<file path="src/rtl/rotate_commit_pkg.sv">
// Shared types for the rotation arbiter: piece colors and orientations.
package rotate_commit_pkg;

    typedef enum logic [2:0] {
        YELLOW = 3'd0,
        CYAN   = 3'd1,
        PURPLE = 3'd2,
        GREEN  = 3'd3,
        RED    = 3'd4,
        BLUE   = 3'd5,
        ORANGE = 3'd6
    } block_color;

    // Stepping left adds one, stepping right subtracts one (mod 4).
    typedef enum logic [1:0] {
        NORMAL    = 2'd0,
        ROT_LEFT  = 2'd1,
        ROT2      = 2'd2,
        ROT_RIGHT = 2'd3
    } orientation;

endpackage

</file>
<file path="src/rtl/rotate_commit_if.sv">
// Bundle of game-controller, rotation-calculator and board-read signals
// around the rotation arbiter. The slave side is the arbiter itself.
interface rotate_commit_if;
    import rotate_commit_pkg::*;

    logic        spawn;
    block_color  spawn_color;
    logic [19:0] spawn_x;
    logic [19:0] spawn_y;
    logic        rot_req;
    logic        rot_left;
    logic [19:0] cand_x;
    logic [19:0] cand_y;
    logic        rd_en;
    logic [4:0]  rd_x;
    logic [4:0]  rd_y;
    logic        rd_occupied;
    logic        piece_valid;
    block_color  piece_color;
    logic [19:0] piece_x;
    logic [19:0] piece_y;
    orientation  cur_orientation;
    logic        busy;
    logic        done;
    logic        accepted;

    modport master (
        output spawn, spawn_color, spawn_x, spawn_y,
        output rot_req, rot_left, cand_x, cand_y,
        output rd_occupied,
        input  rd_en, rd_x, rd_y,
        input  piece_valid, piece_color, piece_x, piece_y, cur_orientation,
        input  busy, done, accepted
    );

    modport slave (
        input  spawn, spawn_color, spawn_x, spawn_y,
        input  rot_req, rot_left, cand_x, cand_y,
        input  rd_occupied,
        output rd_en, rd_x, rd_y,
        output piece_valid, piece_color, piece_x, piece_y, cur_orientation,
        output busy, done, accepted
    );

endinterface

</file>
<file path="src/rtl/rotate_commit.sv">
// Rotation arbiter for the active tetromino. Owns the committed piece,
// bounds-checks a latched rotation candidate, probes the board RAM one
// cell per cycle and commits or rejects the candidate.
module rotate_commit
    import rotate_commit_pkg::*;
#(
    parameter int X_MAX = 10,
    parameter int Y_MAX = 20
) (
    input  logic          clk,
    input  logic          reset,
    rotate_commit_if.slave bus
);

    typedef enum logic [1:0] {
        IDLE   = 2'd0,
        BOUNDS = 2'd1,
        PROBE  = 2'd2,
        LAST   = 2'd3
    } state_t;

    localparam logic [4:0] X_LIM = 5'(X_MAX);
    localparam logic [4:0] Y_LIM = 5'(Y_MAX);

    state_t      state, state_n;
    logic [2:0]  idx, idx_n;
    logic [19:0] cand_x_q, cand_x_n;
    logic [19:0] cand_y_q, cand_y_n;
    logic        left_q, left_n;
    logic        fail, fail_n;
    logic        rd_pend, rd_pend_n;
    logic        rd_en_q, rd_en_n;
    logic [4:0]  rd_x_q, rd_x_n;
    logic [4:0]  rd_y_q, rd_y_n;
    logic        valid_q, valid_n;
    block_color  color_q, color_n;
    logic [19:0] px_q, px_n;
    logic [19:0] py_q, py_n;
    orientation  orient_q, orient_n;
    logic        busy_q, busy_n;
    logic        done_q, done_n;
    logic        acc_q, acc_n;

    logic        oob;
    logic        fail_final;
    orientation  orient_step;

    // Pick packed cell k out of a 4-cell coordinate word.
    function automatic logic [4:0] cell_sel(input logic [19:0] v, input logic [1:0] k);
        case (k)
            2'd0:    cell_sel = v[4:0];
            2'd1:    cell_sel = v[9:5];
            2'd2:    cell_sel = v[14:10];
            default: cell_sel = v[19:15];
        endcase
    endfunction

    // Flag any latched candidate cell outside the board; unsigned underflow lands here too.
    always_comb begin
        oob = 1'b0;
        for (int k = 0; k < 4; k++) begin
            if (cand_x_q[5*k +: 5] >= X_LIM || cand_y_q[5*k +: 5] >= Y_LIM) begin
                oob = 1'b1;
            end
        end
    end

    // Orientation the piece would take if the pending rotation commits.
    always_comb begin
        orient_step = left_q ? orientation'(orient_q + 2'd1) : orientation'(orient_q - 2'd1);
        fail_final  = fail | (rd_pend & bus.rd_occupied);
    end

    // Next-state and next-output logic; spawn overrides any in-progress check.
    always_comb begin
        state_n   = state;
        idx_n     = idx;
        cand_x_n  = cand_x_q;
        cand_y_n  = cand_y_q;
        left_n    = left_q;
        fail_n    = fail;
        rd_pend_n = rd_en_q;
        rd_en_n   = 1'b0;
        rd_x_n    = rd_x_q;
        rd_y_n    = rd_y_q;
        valid_n   = valid_q;
        color_n   = color_q;
        px_n      = px_q;
        py_n      = py_q;
        orient_n  = orient_q;
        busy_n    = busy_q;
        done_n    = 1'b0;
        acc_n     = acc_q;

        case (state)
            IDLE: begin
                if (bus.rot_req && valid_q) begin
                    cand_x_n = bus.cand_x;
                    cand_y_n = bus.cand_y;
                    left_n   = bus.rot_left;
                    fail_n   = 1'b0;
                    busy_n   = 1'b1;
                    state_n  = BOUNDS;
                end
            end
            BOUNDS: begin
                if (oob) begin
                    done_n  = 1'b1;
                    acc_n   = 1'b0;
                    busy_n  = 1'b0;
                    state_n = IDLE;
                end else begin
                    rd_en_n = 1'b1;
                    rd_x_n  = cell_sel(cand_x_q, 2'd0);
                    rd_y_n  = cell_sel(cand_y_q, 2'd0);
                    idx_n   = 3'd1;
                    state_n = PROBE;
                end
            end
            PROBE: begin
                if (rd_pend && bus.rd_occupied) begin
                    fail_n = 1'b1;
                end
                if (idx != 3'd4) begin
                    rd_en_n = 1'b1;
                    rd_x_n  = cell_sel(cand_x_q, idx[1:0]);
                    rd_y_n  = cell_sel(cand_y_q, idx[1:0]);
                    idx_n   = idx + 3'd1;
                end else begin
                    state_n = LAST;
                end
            end
            LAST: begin
                fail_n = fail_final;
                if (!fail_final) begin
                    px_n     = cand_x_q;
                    py_n     = cand_y_q;
                    orient_n = orient_step;
                end
                done_n  = 1'b1;
                acc_n   = !fail_final;
                busy_n  = 1'b0;
                state_n = IDLE;
            end
            default: state_n = IDLE;
        endcase

        if (bus.spawn) begin
            color_n   = bus.spawn_color;
            px_n      = bus.spawn_x;
            py_n      = bus.spawn_y;
            orient_n  = NORMAL;
            valid_n   = 1'b1;
            state_n   = IDLE;
            busy_n    = 1'b0;
            done_n    = 1'b0;
            rd_en_n   = 1'b0;
            rd_pend_n = 1'b0;
        end
    end

    // State and output registers with synchronous reset.
    always_ff @(posedge clk) begin
        if (reset) begin
            state    <= IDLE;
            idx      <= 3'd0;
            cand_x_q <= 20'd0;
            cand_y_q <= 20'd0;
            left_q   <= 1'b0;
            fail     <= 1'b0;
            rd_pend  <= 1'b0;
            rd_en_q  <= 1'b0;
            rd_x_q   <= 5'd0;
            rd_y_q   <= 5'd0;
            valid_q  <= 1'b0;
            color_q  <= YELLOW;
            px_q     <= 20'd0;
            py_q     <= 20'd0;
            orient_q <= NORMAL;
            busy_q   <= 1'b0;
            done_q   <= 1'b0;
            acc_q    <= 1'b0;
        end else begin
            state    <= state_n;
            idx      <= idx_n;
            cand_x_q <= cand_x_n;
            cand_y_q <= cand_y_n;
            left_q   <= left_n;
            fail     <= fail_n;
            rd_pend  <= rd_pend_n;
            rd_en_q  <= rd_en_n;
            rd_x_q   <= rd_x_n;
            rd_y_q   <= rd_y_n;
            valid_q  <= valid_n;
            color_q  <= color_n;
            px_q     <= px_n;
            py_q     <= py_n;
            orient_q <= orient_n;
            busy_q   <= busy_n;
            done_q   <= done_n;
            acc_q    <= acc_n;
        end
    end

    assign bus.rd_en           = rd_en_q;
    assign bus.rd_x            = rd_x_q;
    assign bus.rd_y            = rd_y_q;
    assign bus.piece_valid     = valid_q;
    assign bus.piece_color     = color_q;
    assign bus.piece_x         = px_q;
    assign bus.piece_y         = py_q;
    assign bus.cur_orientation = orient_q;
    assign bus.busy            = busy_q;
    assign bus.done            = done_q;
    assign bus.accepted        = acc_q;

endmodule
</file>
<file path="src/flat_wrapper.sv">
// flat-port wrapper written by rule: the top's interface ports become plain ports
module rotate_commit_flat import rotate_commit_pkg::*;
#(
    parameter int X_MAX = 10,
    parameter int Y_MAX = 20
)
  (clk, reset, bus_spawn, bus_spawn_color, bus_spawn_x, bus_spawn_y, bus_rot_req, bus_rot_left, bus_cand_x, bus_cand_y, bus_rd_occupied, bus_rd_en, bus_rd_x, bus_rd_y, bus_piece_valid, bus_piece_color, bus_piece_x, bus_piece_y, bus_cur_orientation, bus_busy, bus_done, bus_accepted);
  rotate_commit_if bus_i ();
  input  logic clk;
  input  logic reset;
  input wire logic [$bits(bus_i.spawn)-1:0] bus_spawn;
  input wire logic [$bits(bus_i.spawn_color)-1:0] bus_spawn_color;
  input wire logic [$bits(bus_i.spawn_x)-1:0] bus_spawn_x;
  input wire logic [$bits(bus_i.spawn_y)-1:0] bus_spawn_y;
  input wire logic [$bits(bus_i.rot_req)-1:0] bus_rot_req;
  input wire logic [$bits(bus_i.rot_left)-1:0] bus_rot_left;
  input wire logic [$bits(bus_i.cand_x)-1:0] bus_cand_x;
  input wire logic [$bits(bus_i.cand_y)-1:0] bus_cand_y;
  input wire logic [$bits(bus_i.rd_occupied)-1:0] bus_rd_occupied;
  output wire logic [$bits(bus_i.rd_en)-1:0] bus_rd_en;
  output wire logic [$bits(bus_i.rd_x)-1:0] bus_rd_x;
  output wire logic [$bits(bus_i.rd_y)-1:0] bus_rd_y;
  output wire logic [$bits(bus_i.piece_valid)-1:0] bus_piece_valid;
  output wire logic [$bits(bus_i.piece_color)-1:0] bus_piece_color;
  output wire logic [$bits(bus_i.piece_x)-1:0] bus_piece_x;
  output wire logic [$bits(bus_i.piece_y)-1:0] bus_piece_y;
  output wire logic [$bits(bus_i.cur_orientation)-1:0] bus_cur_orientation;
  output wire logic [$bits(bus_i.busy)-1:0] bus_busy;
  output wire logic [$bits(bus_i.done)-1:0] bus_done;
  output wire logic [$bits(bus_i.accepted)-1:0] bus_accepted;
  assign bus_i.spawn = bus_spawn;
  assign bus_i.spawn_color = bus_spawn_color;
  assign bus_i.spawn_x = bus_spawn_x;
  assign bus_i.spawn_y = bus_spawn_y;
  assign bus_i.rot_req = bus_rot_req;
  assign bus_i.rot_left = bus_rot_left;
  assign bus_i.cand_x = bus_cand_x;
  assign bus_i.cand_y = bus_cand_y;
  assign bus_i.rd_occupied = bus_rd_occupied;
  assign bus_rd_en = bus_i.rd_en;
  assign bus_rd_x = bus_i.rd_x;
  assign bus_rd_y = bus_i.rd_y;
  assign bus_piece_valid = bus_i.piece_valid;
  assign bus_piece_color = bus_i.piece_color;
  assign bus_piece_x = bus_i.piece_x;
  assign bus_piece_y = bus_i.piece_y;
  assign bus_cur_orientation = bus_i.cur_orientation;
  assign bus_busy = bus_i.busy;
  assign bus_done = bus_i.done;
  assign bus_accepted = bus_i.accepted;
  rotate_commit #(.X_MAX(X_MAX), .Y_MAX(Y_MAX)) u_core (.clk(clk), .reset(reset), .bus(bus_i));
endmodule
</file>
<file path="config.mk">
export PLATFORM = sky130hd
export DESIGN_NAME = rotate_commit_flat
export DESIGN_NICKNAME = d
export VERILOG_FILES = /design/src/rtl/rotate_commit_pkg.sv /design/src/rtl/rotate_commit_if.sv /design/src/rtl/rotate_commit.sv /design/src/flat_wrapper.sv
export SDC_FILE = /design/constraint.sdc
export NUM_CORES = 1
export LEC_CHECK = 0
export ABC_AREA = 1
export CORE_MARGIN = 4
export CORE_UTILIZATION = 48
export CTS_BUF_LIST = sky130_fd_sc_hd__clkbuf_4 sky130_fd_sc_hd__clkbuf_8
export DETAILED_ROUTE_END_ITERATION = 6
export GPL_TIMING_DRIVEN = 0
export PLACE_DENSITY = 0.88
export SKIP_CTS_REPAIR_TIMING = 1
export SLEW_MARGIN = 5
export SYNTH_ARGS = -nofsm -noshare
export SYNTH_HDL_FRONTEND = slang
export SYNTH_SLANG_ARGS = --single-unit
</file>
<file path="constraint.sdc">
create_clock -name clk -period 1.9 [get_ports clk]
set_input_delay 0.285 -clock clk [delete_from_list [all_inputs] [get_ports clk]]
set_output_delay 0.285 -clock clk [all_outputs]
set_load 0.01 [all_outputs]
</file>
## Word level (Yosys, flattened, before mapping)

Index checks and enable logic that the tools add are counted.

| operators by class | value |
|---|---|
| add/sub/neg operators | 3 |
| magnitude comparators | 8 |
| equality and inequality tests | 13 |
| muxes and demuxes | 38 |
| bitwise logic cells | 3 |
| reduce and logical (&&, ||, !) cells | 23 |

Operators by type and width:

| operator | count |
|---|---|
| 2-to-1 mux 20 bit | 6 |
| one-hot mux 5 bit (3 select lines) | 2 |
| greater-or-equal comparator 5 x 4 -> 1 bit (second input constant) | 4 |
| greater-or-equal comparator 5 bit (second input constant) | 4 |
| 2-to-1 mux 5 bit | 4 |
| one-hot mux 5 bit (2 select lines) | 2 |
| 2-to-1 mux 1 bit | 11 |
| AND reduction 2 bit | 5 |
| AND reduction 3 bit | 3 |
| 2-to-1 mux 2 bit | 4 |
| != test 2 x 1 -> 1 bit (second input constant) | 4 |
| one-hot mux 2 bit (4 select lines) | 1 |
| equality test 2 bit (second input constant) | 3 |
| 2-to-1 mux 3 bit | 2 |
| != test 2 bit (second input constant) | 3 |
| one-hot mux 1 bit (2 select lines) | 3 |
| one-hot mux 1 bit (3 select lines) | 2 |
| one-hot mux 3 bit (2 select lines) | 1 |
| nonzero test 2 bit | 3 |
| nonzero test 3 bit | 2 |
| equality test 2 x 1 -> 1 bit (second input constant) | 2 |
| zero test 2 bit | 2 |
| logical OR 1 bit | 4 |
| adder 3 x 1 -> 3 bit (second input constant) | 1 |
| 9 further kinds | 10 |

| storage, ports and cells | value |
|---|---|
| input bits | 89 |
| flip-flop bits (word level) | 108 |
| logic and storage cells | 106 |
| output and inout bits | 60 |

## Logic depth before layout (Yosys ltp)

| depth | value |
|---|---|
| depth in word-level cells | 8 |
| depth in mapped cells | 11 |
| depth with buffers taken out | 10 |

## Worst setup path before layout

No wires, ideal clock.

| timing | value |
|---|---|
| kind | flip-flop to flip-flop |
| start | reg u_core.state[0] |
| end | reg u_core.rd_x_q[1] (netlist: u_core.bus.rd_x[1]) |
| setup slack | 0.364 ns |
| arrival | 1.421 ns |
| setup time | 0.115 ns |
| data required time | 1.785 ns |
| buffers on the path | 2 |
| cell stages (with the launch flop) | 10 |
| period minus slack after synthesis | 1.536 ns |
| cells stage by stage | dfxtp_1 -> inv_1 -> ha_1 -> buf_4 -> inv_2 -> o31ai_2 -> inv_2 -> buf_2 -> a21oi_1 -> nor2_1 |

| on the way | value |
|---|---|
| cells in the longest elaborated chain, start to end | 3 |
| elaborated cells between the ends (all ways) | 7 |
| those cells by class | eq/ne: 4; mux: 1; reduce/logical: 2 |

RTL lines:

| element | RTL line | source |
|---|---|---|
| from (decl) | rotate_commit.sv:25 | `state_t state, state_n;` |
| from (signal assigned) | rotate_commit.sv:184 | `state <= state_n;` |
| equality test 2 bit / equality test 2 x 1 -> 1 bit (equally long branches) | rotate_commit.sv:95 | `case (state)` |
| != test 2 x 1 -> 1 bit (no line) (tied with other cells) | -- |  |
| AND reduction 3 bit (no line) | -- |  |
| to (signal assigned) | rotate_commit.sv:192 | `rd_x_q <= rd_x_n;` |
| to (decl) | rotate_commit.sv:33 | `logic [4:0] rd_x_q, rd_x_n;` |

Several ways; a longest one is shown, not always the timed one.
A chain may end at the register's enable or synchronous reset.

## Worst setup path in the final report

| timing | value |
|---|---|
| start | reg u_core.idx[0] |
| end | reg u_core.rd_x_q[0] (netlist: u_core.bus.rd_x[0]) |

| on the way | value |
|---|---|
| cells in the longest elaborated chain, start to end | 4 |
| elaborated cells between the ends (all ways) | 9 |
| those cells by class | eq/ne: 4; mux: 3; reduce/logical: 2 |

RTL lines:

| element | RTL line | source |
|---|---|---|
| from (decl) | rotate_commit.sv:26 | `logic [2:0] idx, idx_n;` |
| from (signal assigned) | rotate_commit.sv:185 | `idx <= idx_n;` |
| equality test 2 bit (tied with other cells) | rotate_commit.sv:50 | `case (k)` |
| one-hot mux 5 bit (3 select lines) | rotate_commit.sv:50 |  |
| 2-to-1 mux 5 bit | rotate_commit.sv:124 | `if (idx != 3'd4) begin` |
| one-hot mux 5 bit (2 select lines) | rotate_commit.sv:95 |  |

Several ways; a longest one is shown, not always the timed one. The select of a mux whose other input is x is not followed.

==> metrics.yaml <==
run_status: "finished clean"
timing.hold.worst.class: "reg2reg"
fin_worst_skew_ns: 0.01519
placement.io_buffers: 146
cts_num_sinks: 108
period_share_pct: 93.17
via_to_cell_ratio: 5.402
fp.dieW_um: 108.2
final_layout_size_suffix_gt1_share_pct: 6.804
area_delta_synth_final_pct: 38.76
grt_overflow: 0
synth.most_common_cell: "sky130_fd_sc_hd__a21oi_1"
p_leak_nw: 2.495
postSynthAreaPerCell_um2: 7.319
fmax_mhz: 564.9
groute.usage.overall_pct: 26.99
via_count_of_the_first_global_routing_pass: 5023
power.ir.vdd_worst_mv: 0.3752
worstSetupPathType: "reg2reg"
number_of_filler_cells_placed_in_the_layout: 830
drt-wirelength-per-cell_um: 16.93
design_power_total_w: 0.004684
tightest_slew_ns: 0.6858
min_period_ns: 1.770
drtAntennaViolNets: 0
synthesis.instances: 658
clock_tree.buffer_depth: 2
synth.area.top_cells: "sky130_fd_sc_hd__dfxtp_1 45%, sky130_fd_sc_hd__a21oi_1 12%, sky130_fd_sc_hd__nand2_1 8.5%"
cell_accounting_for_the_most_synthesized_area: "sky130_fd_sc_hd__dfxtp_1"
number_of_buffers_inserted_during_clock_tree_synthesis: 9
finalSetupTns_ns: 0
synth_seq_cells: 108
worstPathCellList: "ha_1, inv_1, buf_2, nand3_1, o211ai_1, o21ai_0, inv_1, nand3_1, nand2_1, nor2_1"
synth.top_cell.area_share_pct: 44.89
grt_first_pass_wirelength_mm: 24.74
synth_enable_flop_cells: 0
initial_utilization_pct: 49.27
worstSetupEndpointType: "register"
cts_tree: "done"
critPathMaxStageDelay_ns: 0.38
syn_area_um2: 4816
antennaDiodeCount: 0
htreeDepth: 3
final_report_max_slew_violation_count: 0
core-area_um2: 9774
drc: 0
async_sr_flop_fraction_pct: 0
place.gp.congestion: 0.9072
endpoints_failing_hold: 0
timing.max_cap.violations: 0
antenna_found_initial: 0
placementRows: 36
max-slew-margin-rel_pct: 54.28
cpMaxStageDelayCell: "sky130_fd_sc_hd__dfxtp_1"
detailed_routing_iteration_count_for_the_pre_antenna_repair_pass: 6
clock_insertion_delay_worst_skew_ns: 0.37
final-setup-viol-count: 0
syn_nets: 757
worstReg2RegStart: "u_core.idx[0]"
place.detailed.hpwl_mm: 12.69
crit_buf_inv: 3
crit_family: "buffers and inverters"
io_pins: 149
clock-root-buffer: "sky130_fd_sc_hd__clkbuf_8"
worst_ep_arrival_time_ns: 2.04
warning_count_from_the_yosys_run: 0
netlist-cell-type-count: 26
cellPowerDensity_nw_per_um2: 700.9
worstSetupStartpoint: "u_core.idx[0]"
fin_hold_ws_ns: 0.4353
timing.critical_path.fanout_max: 10
dieArea_um2: 11700
totalWireLength_mm: 16.19
first_iter_violations: 348
route.vias.total: 5164
min-delay-start: "u_core.bus.rd_en"
fp.dieH_um: 108.2
final_cell_area_um2: 6683
cts.clk_slew.worst_paths_ns: 0.10
fin_nets: 917
synth_ff_type: "sky130_fd_sc_hd__dfxtp_1"
grt_max_degree: 20
yosysSeqAreaShare_pct: 44.89
synth_commonest_cells: "113 x sky130_fd_sc_hd__a21oi_1, 109 x sky130_fd_sc_hd__nand2_1, 108 x sky130_fd_sc_hd__dfxtp_1"
grt_setup_unrepaired: "false"
worst_setup_path_start_kind: "register"
placed_area_um2: 6444
worst-endpoint-required_ns: 2.17
[cell type report]
cell class,count,area [µm²],area share (%)
flip-flops and latches,108,2162,32.35
well taps,133,166.4,2.490
clock buffers,10,131.4,1.966
multi-input cells,430,2163,32.37
repair buffers,149,1484,22.21
clock inverters,6,56.30,0.8425
inverters,73,276.5,4.138
plain buffers,47,242.7,3.632
[sequential cells by signal, summed over array words and instances, names as in the netlist, named ones only]
register,count
u_core.fail,1
u_core.bus.busy,1
u_core.bus.accepted,1
u_core.bus.piece_color,3
u_core.bus.rd_y,5
u_core.bus.piece_x,20
u_core.cand_y_q,20
u_core.bus.cur_orientation,2
u_core.bus.done,1
u_core.cand_x_q,20
u_core.idx,3
u_core.rd_pend,1
u_core.bus.rd_en,1
u_core.state,1
u_core.bus.piece_y,20
u_core.bus.rd_x,5
u_core.left_q,1
u_core.bus.piece_valid,1
[final timing paths]
check | to | slack [ns] | depth (start not counted)
worst max register to register | u_core.bus.rd_x[0] | 0.13 | 10
worst max-delay path | u_core.bus.rd_x[0] | 0.13 | 10
worst min-delay path | u_core.rd_pend | 0.44 | 2
worst min register to register | u_core.rd_pend | 0.44 | 2
[per-stage QoR]
| step | setup WS [ns] | cells | utilization [%] |
|---|---|---|---|
| floorplan | 0.3644 | 658 | - |
| global placement | -0.08894 | 937 | 65.92 |
| detailed placement | -0.1464 | 937 | 65.92 |
| CTS | -0.07205 | 953 | 67.84 |
| global route | 0.01338 | 956 | 68.37 |
| finish | 0.1298 | 956 | 68.37 |
[routing by layer]
| layer | vias up | routed length, µm | track usage (%) |
|---|---|---|---|
| met5 | - | 0 | 0 |
| met4 | 0 | 280 | 8.296 |
| met3 | 25 | 1364 | 5.134 |
| met2 | 229 | 7711 | 46.27 |
| met1 | 2399 | 6830 | 34.44 |
| li1 | 2511 | - | - |
[logic make-up after synthesis]
group	after synthesis	share of synthesized area, %
compound gates	213	23.54
simple gates	207	18.37
buf+inv	120	10.60
flops	108	44.89
fa+ha+maj	10	2.598
[cell usage in the layout, fill, tap and decap left out, drive strengths merged, types with 10 or more instances in the layout]
cell / netlist / layout
clkdlybuf4s50: 0 / 146
a21oi: 116 / 116
nand2: 109 / 109
dfxtp: 108 / 108
inv: 73 / 77
o21ai: 68 / 68
nand3: 44 / 44
clkbuf: 24 / 35
nor2: 29 / 29
buf: 23 / 25
nor3: 24 / 24
a31oi: 17 / 17
o211ai: 10 / 10
ha: 10 / 10
[power by group]
part / internal, W / switching [W] / leakage [nW]
Combinational: 0.000417 / 0.000416 / 1.51
Sequential: 0.00240 / 0.0000931 / 0.886
Clock: 0.000523 / 0.000840 / 0.0947
[worst min-delay path: cells and delay by family, from the launching register on]
family                 cells  cell delay [ns]
flip-flops                 1             0.32
buffers and inverters      1             0.05
AND/OR/NAND/NOR            1             0.03
Power figures use the tool's default switching activity.
==> RTL edit (config.mk and constraints unchanged) <==
Encoding of `state_t`: now one-hot (4 bits for 4 states).
--- a/src/rtl/rotate_commit.sv
+++ b/src/rtl/rotate_commit.sv
@@ -12,11 +12,11 @@
     rotate_commit_if.slave bus
 );
 
-    typedef enum logic [1:0] {
-        IDLE   = 2'd0,
-        BOUNDS = 2'd1,
-        PROBE  = 2'd2,
-        LAST   = 2'd3
+    typedef enum logic [3:0] {
+        IDLE   = 4'b0001,
+        BOUNDS = 4'b0010,
+        PROBE  = 4'b0100,
+        LAST   = 4'b1000
     } state_t;
 
     localparam logic [4:0] X_LIM = 5'(X_MAX);
Behaviour: same outputs for any inputs over 10 cycles, from zero or initial values and one cycle with reset high; not proved beyond that.
==> RTL edit against the unedited design <==
  * Final area shrank 0.99%
  * Synthesized area decreased by 1.4%
  * Total power grew 2.5%
  * Routed wire length up 2.1%
  * Clock skew fell by 0.0075 ns
  * Die area decreased by 1.3%
  * Sequential cell count up 2
  * Setup slack got worse by 0.063 ns
  * Critical path type unchanged
  * Critical endpoint is now u_core.bus.rd_y[1]$_SDFFE_PP0P_
  * Largest cell class is now sequential cells
  * Highest routed layer unchanged
==> RTL edit: results (changes against the unedited design) <==
Power
  – Leakage: 2.52 nW (+1.0%)
  – Net Switching: 1.21 mW (-10%)
  – Maximum VDD drop: 0.000453 V (+21%)

Setup path
  – Data arrival time of the worst path: 2.10 ns (+0.06 ns)
  – Crit path max-delay family: compound AO/OA/AOI/OAI gates
  – Crit. End Element: register
  – R2R depth: 7 (-3)
  – R2r endpoint: u_core.bus.rd_y[1]$_SDFFE_PP0P_
  – Crit-path max cell delay: 0.42 ns (+0.04 ns)
  – CP Launch Type: register

Yosys
  – Cell variety after synth: 28 (+7.7%)
  – Main area contributors after synthesis: dfxtp_1 46%, a21oi_1 10%, nand2_1 8.1%, o21ai_0 6.5%, inv_1 5.4%
  – Top FF cell, synth: dfxtp_1
  – Mapped Nets: 740 (-2.2%)
  – Avg Inst Size Synth: 7.35 um^2 (+0.40%)
  – Syn. warnings: 0 (unchanged)
  – Sequential area share after synthesis: 0.464 (+0.0149)
  – Post-synth top cells: 110 x dfxtp_1, 102 x nand2_1, 99 x a21oi_1

Global routing
  – Met1 Resource Use GR: 0.359 (+0.0149)
  – Pin count of the biggest net entering global routing: 17 (-15%)
  – GRT Overall Usage: 0.284 (+0.0143)
  – Vias in the first global route: 5046 (+0.46%)
  – Initial antenna violation count: 0 (unchanged)
  – Grt met2 use: 0.487 (+0.0243)
  – Met3 Use GR: 0.0600 (+0.00864)
  – First-pass GRT wire length: 25500 um (+3.2%)

Placement
  – Inst Count DP: 926 (-1.2%)
  – Dpl ws: -0.154 ns (-0.00710 ns)
  – Buffers added on ports: 147 (+0.68%)
  – DP HPWL: 12800 um (+1.1%)
  – GP Congestion: 0.909 (+0.17%)
  – Post-DP Area: 6380 um^2 (-0.91%)

Clocking
  – Root Buffer: clkbuf_8
  – Clk slew on worst S/H paths: 0.10 ns (about the same)
  – Clock latency on the worst-skew pair: 0.37 ns (about the same)
  – H-tree depth: 3 (unchanged)

Cells and area
  – Fillers: 823 (-0.84%)
  – Nets@finish: 898 (-2.1%)
  – Final non-filler cell total: 942 (-1.5%)
  – Layout cells sized above 1: 0.0655 (-0.00253)
  – Ant. Diodes: 0 (unchanged)

Detailed routing
  – Drt first-iter violations: 368 (+5.7%)
  – DR vias/cell: 5.38 (-0.34%)
  – Total iterations of the first detailed-routing run: 5 (-1)
  – Post-Route WL: 16500 um (+2.1%)

Timing
  – Hold Slack: 0.439 ns (+0.00329 ns)
  – Worst Max-Slew Pin Slew: 0.627 ns (-0.0590 ns)
  – Worst Clk Skew: 0.00769 ns (-0.00750 ns)
  – Post-route clock period utilization: 0.965 (+0.0331)

Run status
  – Status: finished clean
==> RTL edit: cell count changes after synthesis, moves of 4 or more <==
cell	delta
nand3_1	-13
o211ai_1	-9
clkbuf_1	-4
nor2_1	+17
o21ai_1	+8
a31oi_1	+4
a21oi_1	-14
nor3_1	-5
nand2_1	-7
o22ai_1	+9
ha_1	-5
==> RTL edit: routing by layer <==
layer / up-vias / routed length [um] / share of wire
li1: 2465 / - / -
met1: 2369 / 7020 / 0.42
met2: 213 / 7830 / 0.47
met3: 24 / 1310 / 0.079
met4: 0 / 362 / 0.022
met5: - / 0 / 0
==> RTL edit: worst min-delay path, stage by stage, from the launching register on <==
cell	delay, ns
dfxtp_1	0.32
inv_1	0.04
nor2_1	0.04
==> RTL edit: cell families (layout without fill, tap and decap cells) <==
group                      count (synthesis)  after routing  share of synthesized area
xor gates and xnor gates                   1              1                    0.00185
adders and majority gates                  5              5                     0.0132
DFF                                      110            110                      0.464
AOI/OAI and AO/OA                        208            208                      0.229
buffers and inverters                    116            279                      0.104
and+or+nand+nor                          206            206                      0.187
==> RTL edit: area by class of cell <==
cell class / instances / area (um^2) / area share
sequential: 110 / 2200 / 0.333
tap: 133 / 166 / 0.0252
timing repair buffer: 147 / 1470 / 0.222
buffer: 43 / 223 / 0.0337
clock inverter: 4 / 70.1 / 0.0106
inverter: 73 / 274 / 0.0414
clock buffer: 12 / 153 / 0.0231
multi-input combinational: 420 / 2060 / 0.311
==> RTL edit: power groups by stage <==
stage	clock network (mW)	registers, mW	logic (mW)
detailed placement	0	2.55	0.711
global route	1.69	2.51	0.776
global placement	0	2.54	0.693
CTS	1.58	2.49	0.719
floorplan	0	2.55	0.281
finish	1.58	2.50	0.724
